===== src/rtl/pc_fetch_unit.sv =====
// -----------------------------------------------------------------------------
// pc_fetch_unit
//   Instruction-fetch stage. It holds the program counter and drives the
//   instruction ROM address from it. The instruction the ROM returns is
//   captured into the IF/ID register. Decode receives it through a
//   valid/ready handshake.
//   Branch, jump and jr redirects squash one wrong-path slot.
//   An illegal next PC (misaligned, outside the text segment, or falling off
//   the end of the ROM) sends the unit into a sticky FAULT state. Only reset
//   leaves that state.
//
// Ports
//   clk                 rising-edge clock
//   reset               asynchronous active-low reset
//   Instruction_i       ROM data for address PC_o (same cycle)
//   PC_o                current PC / ROM address
//   Stall_i             hazard stall: hold PC and IF/ID
//   Branch_taken_i      taken branch from decode
//   Branch_target_i     branch target
//   Jump_i              j/jal from decode
//   Jump_index_i        26-bit jump index field
//   Jr_i                jr from decode
//   Jr_addr_i           jr register value
//   IFID_Instruction_o  registered instruction to decode
//   IFID_PC4_o          registered PC+4 of that instruction
//   IFID_valid_o        IF/ID holds a valid instruction
//   ID_ready_i          decode accepts IF/ID this cycle
//   Fault_o             sticky fetch fault
// -----------------------------------------------------------------------------
module pc_fetch_unit #(
   parameter int unsigned          DATA_WIDTH   = 32,
   parameter int unsigned          MEMORY_DEPTH = 64,
   parameter logic [DATA_WIDTH-1:0] TEXT_BASE   = 32'h00400000
) (
   input  logic                  clk,
   input  logic                  reset,
   input  logic [DATA_WIDTH-1:0] Instruction_i,
   output logic [DATA_WIDTH-1:0] PC_o,
   input  logic                  Stall_i,
   input  logic                  Branch_taken_i,
   input  logic [DATA_WIDTH-1:0] Branch_target_i,
   input  logic                  Jump_i,
   input  logic [25:0]           Jump_index_i,
   input  logic                  Jr_i,
   input  logic [DATA_WIDTH-1:0] Jr_addr_i,
   output logic [DATA_WIDTH-1:0] IFID_Instruction_o,
   output logic [DATA_WIDTH-1:0] IFID_PC4_o,
   output logic                  IFID_valid_o,
   input  logic                  ID_ready_i,
   output logic                  Fault_o
);

   localparam int unsigned          DW        = DATA_WIDTH;
   localparam logic [DW-1:0]        TEXT_LAST = TEXT_BASE + DW'(4 * MEMORY_DEPTH - 4);
   localparam logic [DW-1:0]        NOP       = '0;

   typedef enum logic [0:0] {S_RUN = 1'b0, S_FAULT = 1'b1} state_e;

   state_e        state_q, state_d;
   logic [DW-1:0] pc_q, pc_d;
   logic [DW-1:0] ifid_instr_q, ifid_instr_d;
   logic [DW-1:0] ifid_pc4_q, ifid_pc4_d;
   logic          ifid_valid_q, ifid_valid_d;

   logic          hold_c;
   logic          redirect_c;
   logic [DW-1:0] target_c;
   logic          target_ok_c;
   logic [DW:0]   seq_sum_c;
   logic          seq_ok_c;
   logic          fault_evt_c;

   function automatic logic is_legal(input logic [DW-1:0] a);
      return (a[1:0] == 2'b00) && (a >= TEXT_BASE) && (a <= TEXT_LAST);
   endfunction

   // Redirect/sequential decision shared by the next-state and output logic
   always_comb begin
      hold_c      = Stall_i | (ifid_valid_q & ~ID_ready_i);
      // Redirects from a squashed (invalid) slot are ignored
      redirect_c  = ifid_valid_q & (Jr_i | Jump_i | Branch_taken_i);
      if (Jr_i)
         target_c = Jr_addr_i;
      else if (Jump_i)
         target_c = {ifid_pc4_q[DW-1:DW-4], Jump_index_i, 2'b00};
      else
         target_c = Branch_target_i;
      target_ok_c = is_legal(target_c);
      // Extra carry bit catches 32-bit wrap of PC+4
      seq_sum_c   = {1'b0, pc_q} + (DW+1)'(4);
      seq_ok_c    = ~seq_sum_c[DW] & is_legal(seq_sum_c[DW-1:0]);
      fault_evt_c = redirect_c ? ~target_ok_c : (~hold_c & ~seq_ok_c);
   end

   // State register
   always_ff @(posedge clk or negedge reset) begin
      if (!reset) state_q <= S_RUN;
      else        state_q <= state_d;
   end

   // Next-state logic
   always_comb begin
      state_d = state_q;
      case (state_q)
         S_RUN:   if (fault_evt_c) state_d = S_FAULT;
         S_FAULT: state_d = S_FAULT;
         default: state_d = S_RUN;
      endcase
   end

   // Output / datapath next values
   always_comb begin
      pc_d         = pc_q;
      ifid_instr_d = ifid_instr_q;
      ifid_pc4_d   = ifid_pc4_q;
      ifid_valid_d = ifid_valid_q;
      case (state_q)
         S_RUN: begin
            if (fault_evt_c) begin
               // PC freezes; whatever sits in IF/ID is dropped
               ifid_instr_d = NOP;
               ifid_pc4_d   = NOP;
               ifid_valid_d = 1'b0;
            end else if (redirect_c) begin
               pc_d         = target_c;
               ifid_instr_d = NOP;
               ifid_pc4_d   = NOP;
               ifid_valid_d = 1'b0;
            end else if (!hold_c) begin
               pc_d         = seq_sum_c[DW-1:0];
               ifid_instr_d = Instruction_i;
               ifid_pc4_d   = seq_sum_c[DW-1:0];
               ifid_valid_d = 1'b1;
            end
         end
         default: begin
            ifid_instr_d = NOP;
            ifid_pc4_d   = NOP;
            ifid_valid_d = 1'b0;
         end
      endcase
   end

   // PC and IF/ID registers
   always_ff @(posedge clk or negedge reset) begin
      if (!reset) begin
         pc_q         <= TEXT_BASE;
         ifid_instr_q <= NOP;
         ifid_pc4_q   <= NOP;
         ifid_valid_q <= 1'b0;
      end else begin
         pc_q         <= pc_d;
         ifid_instr_q <= ifid_instr_d;
         ifid_pc4_q   <= ifid_pc4_d;
         ifid_valid_q <= ifid_valid_d;
      end
   end

   assign PC_o               = pc_q;
   assign IFID_Instruction_o = ifid_instr_q;
   assign IFID_PC4_o         = ifid_pc4_q;
   assign IFID_valid_o       = ifid_valid_q;
   assign Fault_o            = (state_q == S_FAULT);

endmodule


===== config.mk =====
export PLATFORM = sky130hd
export DESIGN_NAME = pc_fetch_unit
export DESIGN_NICKNAME = d
export VERILOG_FILES = /design/src/rtl/pc_fetch_unit.sv
export SDC_FILE = /design/constraint.sdc
export NUM_CORES = 1
export LEC_CHECK = 0
export BUFFER_PORTS_ARGS = -buffer_cell sky130_fd_sc_hd__buf_2
export CAP_MARGIN = 0
export CORE_ASPECT_RATIO = 0.75
export CORE_MARGIN = 1.5
export CORE_UTILIZATION = 40
export CTS_CLUSTER_DIAMETER = 100
export CTS_CLUSTER_SIZE = 12
export DETAILED_ROUTE_END_ITERATION = 7
export PLACE_DENSITY = 0.7
export SETUP_SLACK_MARGIN = 0.5
export SLEW_MARGIN = 20
export SYNTH_ARGS = -nofsm -noshare
export SYNTH_HDL_FRONTEND = slang
export SYNTH_SLANG_ARGS = --single-unit

===== constraint.sdc =====
create_clock -name clk -period 6.8 [get_ports clk]
set_input_delay 1.36 -clock clk [delete_from_list [all_inputs] [get_ports clk]]
set_output_delay 1.36 -clock clk [all_outputs]
set_load 0.01 [all_outputs]

==> results.json <==
{
  "cts_resized": 0,
  "switching_share_pct": 22.9,
  "slew_headroom_pct": 42.9,
  "ys_ff_latch": 98,
  "period_needed_ns": 3.99,
  "hold_buffers": 0,
  "crit_fanout": 26,
  "status": "finished clean",
  "p_clk_share_pct": 43.1,
  "final-max-slew-violation-count": 0,
  "clkLatencyLatePin_ns": 0.34,
  "p_int_w": 0.000912,
  "synth_top_area_cell": "dfrtp_1",
  "grt_overflow_total": 0,
  "synth_flop_cell": "dfrtp_1",
  "drtIter0Drc": 224,
  "seqPwrFrac_pct": 49.5,
  "synth-compound-area-share_pct": 17.5,
  "yosysMostFrequentCell": "dfrtp_1",
  "synth_top_area_share_pct": 50.1,
  "cts_inserted_buffers": 9,
  "syn-num-nets": 573,
  "synth_top_family_by_area": "simple AND/OR/NAND/NOR gates",
  "clkTransAtPathRegs_ns": 0.07,
  "worst_setup_path_start_kind": "primary input",
  "cp.required_ns": 7.07,
  "grt_setup_unrepaired": "false",
  "clockRootBuffer": "clkbuf_16",
  "area_delta_synth_final_pct": 32.2,
  "max-vdd-ir-drop_v": 0.000143,
  "vias": 4398,
  "fin_setup_tns_ns": 0,
  "synthTopCellsByCount": "97 x dfrtp_1, 47 x and2_1, 33 x a22o_1",
  "hold_path_depth": 2,
  "hp-class": "flop to flop",
  "start_util_pct": 41.4,
  "path_class": "primary input to flop",
  "p_leak_nw": 3.33,
  "fp.dieArea_sq_um": 12800,
  "clock_skew_ns": 0.00776,
  "synth-simple-area-share_pct": 23.5,
  "synth_mux_area_share_pct": 3.51,
  "stdcell_count": 824,
  "grt_pass1_vias": 4195,
  "detail_route.wl_per_cell_um": 17.1,
  "drive_gt1_share_pct": 41.7,
  "pin_count": 227,
  "reg2reg_depth": 10,
  "final_nets": 789,
  "report.final.setup_viol": 0,
  "vias_per_cell": 5.34,
  "fp.dieH_um": 98.3,
  "numPortBuffers": 226,
  "antenna_cells": 0,
  "antenna_found_initial": 0,
  "n_fill_cell": 1048,
  "fmax_mhz": 251,
  "gp_congestion": 0.843,
  "critPathArrivalTime_ns": 4.26,
  "postCtsSetupBuffers": 0,
  "grt_pass1_wl_um": 22200,
  "dp_cells": 809,
  "ys_seq_area_share_pct": 50.6,
  "worst_pin_slew_ns": 0.847,
  "syn_inst": 442,
  "synth_xor_area_share_pct": 1.45,
  "netlist-cell-type-count": 66,
  "synthAdderAreaFrac_pct": 0.516,
  "ant_nets": 0,
  "drv_cap": 0,
  "wl_um": 14100,
  "hold_slack_ns": 0.481,
  "dr.pass1.iters": 5,
  "synth_edf_count": 0,
  "switchingPower_w": 0.000271,
  "die_w_um": 130,
  "synthArstFlopShare_pct": 100,
  "hold_viol": 0,
  "avgSynthCellArea_sq_um": 11.0,
  "clkSinkCount": 98,
  "critPathCaptureType": "flop",
  "grt_max_degree": 57,
  "post-dp-hpwl_um": 10900,
  "coreArea_sq_um": 11700,
  "std_cell_rows": 34,
  "h-tree-depth": 3,
  "finalCritPeriodShare_pct": 58.6,
  "cellPowerDensity_nw_per_um2": 185,
  "clockBufferDepth": 2,
  "grt_usage_pct": 22.3,
  "synthTopCellsByArea": "dfrtp_1 50%, and2_1 6.1%, a22o_1 6.0%, nor2_1 1.9%, mux2_2 1.9%",
  "netlist_area_sq_um": 4850,
  "combinationalPowerShare_pct": 7.3,
  "cts_tree": "built",
  "drc": 0,
  "yosysWarnings": 0
}
[stage by stage]
stage | setup slack, ns | utilization [%] | area [sq um] | power, W
2_1_floorplan | 3.28 | - | 4850 | 0.000626
6_report | 2.81 | 54.8 | 6410 | 0.00118
3_3_place_gp | 2.13 | 52.1 | 6090 | 0.000683
3_5_place_dp | 2.03 | 52.1 | 6090 | 0.000684
4_1_cts | 2.36 | 54.6 | 6390 | 0.00120
5_1_grt | 2.57 | 54.8 | 6410 | 0.00123
[critical path: stages]
cell and delay (ns):
buf_2 0.25, or4_1 0.60, o311a_1 0.18, a2111oi_4 0.34, nand4_2 0.21, nor4_4 0.57
a31oi_4 0.24, mux2_2 0.36, a31oi_1 0.13
[routing by layer]
metal / track usage (%) / up-vias / part of all wire [%]
met3: 5.75 / 22 / 7.1
met5: 0 / - / 0
met4: 5.73 / 0 / 1.6
met1: 32.3 / 2122 / 48
met2: 33.3 / 151 / 43
li1: - / 2103 / -
[sequential cells by signal (all words and copies together), names as in the netlist]
| signal | flops |
|---|---|
| IFID_valid_o | 1 |
| Fault_o | 1 |
| IFID_Instruction_o | 32 |
| IFID_PC4_o | 32 |
| PC_o | 32 |
[power by group through the flow]
stage	combinational (W)	sequential, W	clock [W]
2_1_floorplan	0.0000290	0.000596	0
3_3_place_gp	0.0000864	0.000597	0
3_5_place_dp	0.0000868	0.000597	0
4_1_cts	0.0000873	0.000585	0.000526
5_1_grt	0.0000960	0.000585	0.000553
6_report	0.0000869	0.000586	0.000510
[path summary, 6_finish.rpt]
| path | startpoint | end | slack (ns) |
|---|---|---|---|
| max | Jr_i | PC_o[2] | 2.81 |
| min | IFID_PC4_o[22] | IFID_PC4_o[22] | 0.48 |
| max reg2reg | PC_o[3] | PC_o[2] | 3.50 |
| min reg2reg | IFID_PC4_o[22] | IFID_PC4_o[22] | 0.48 |
| max in group asynchronous | reset | IFID_PC4_o[7] | 4.70 |
| min in group asynchronous | reset | IFID_PC4_o[1] | 0.99 |
[placed cells by master, fill, tap and decap left out, drive strengths merged, types with 8 or more instances in the layout]
cell type / Yosys / layout
o21ai: 12 / 12
and2: 47 / 47
nand3: 12 / 12
nor2: 25 / 25
nand2: 20 / 20
nand4: 15 / 15
dfrtp: 97 / 97
a22o: 33 / 33
clkbuf: 13 / 9
buf: 11 / 229
mux2: 8 / 8
a21oi: 10 / 10
inv: 5 / 8
nor3: 14 / 14
mux2i: 8 / 8
nor4: 14 / 14
[layout make-up]
cell class | count | area, sq um | share of cell area [%]
flip-flops and latches | 98 | 2450 | 38.3
multi-input cells | 315 | 2280 | 35.6
repair buffers | 229 | 1160 | 18.0
clock buffers | 9 | 225 | 3.51
well taps | 162 | 203 | 3.16
clock inverters | 6 | 71.3 | 1.11
inverters | 5 | 18.8 | 0.293
[cells by family after synthesis]
family | count (synthesis)
simple gates | 187
compound gates | 102
flops | 98
buf+inv | 29
mux | 16
xor+xnor | 8
fa+ha+maj | 2
(Power assumes the default switching activity.)
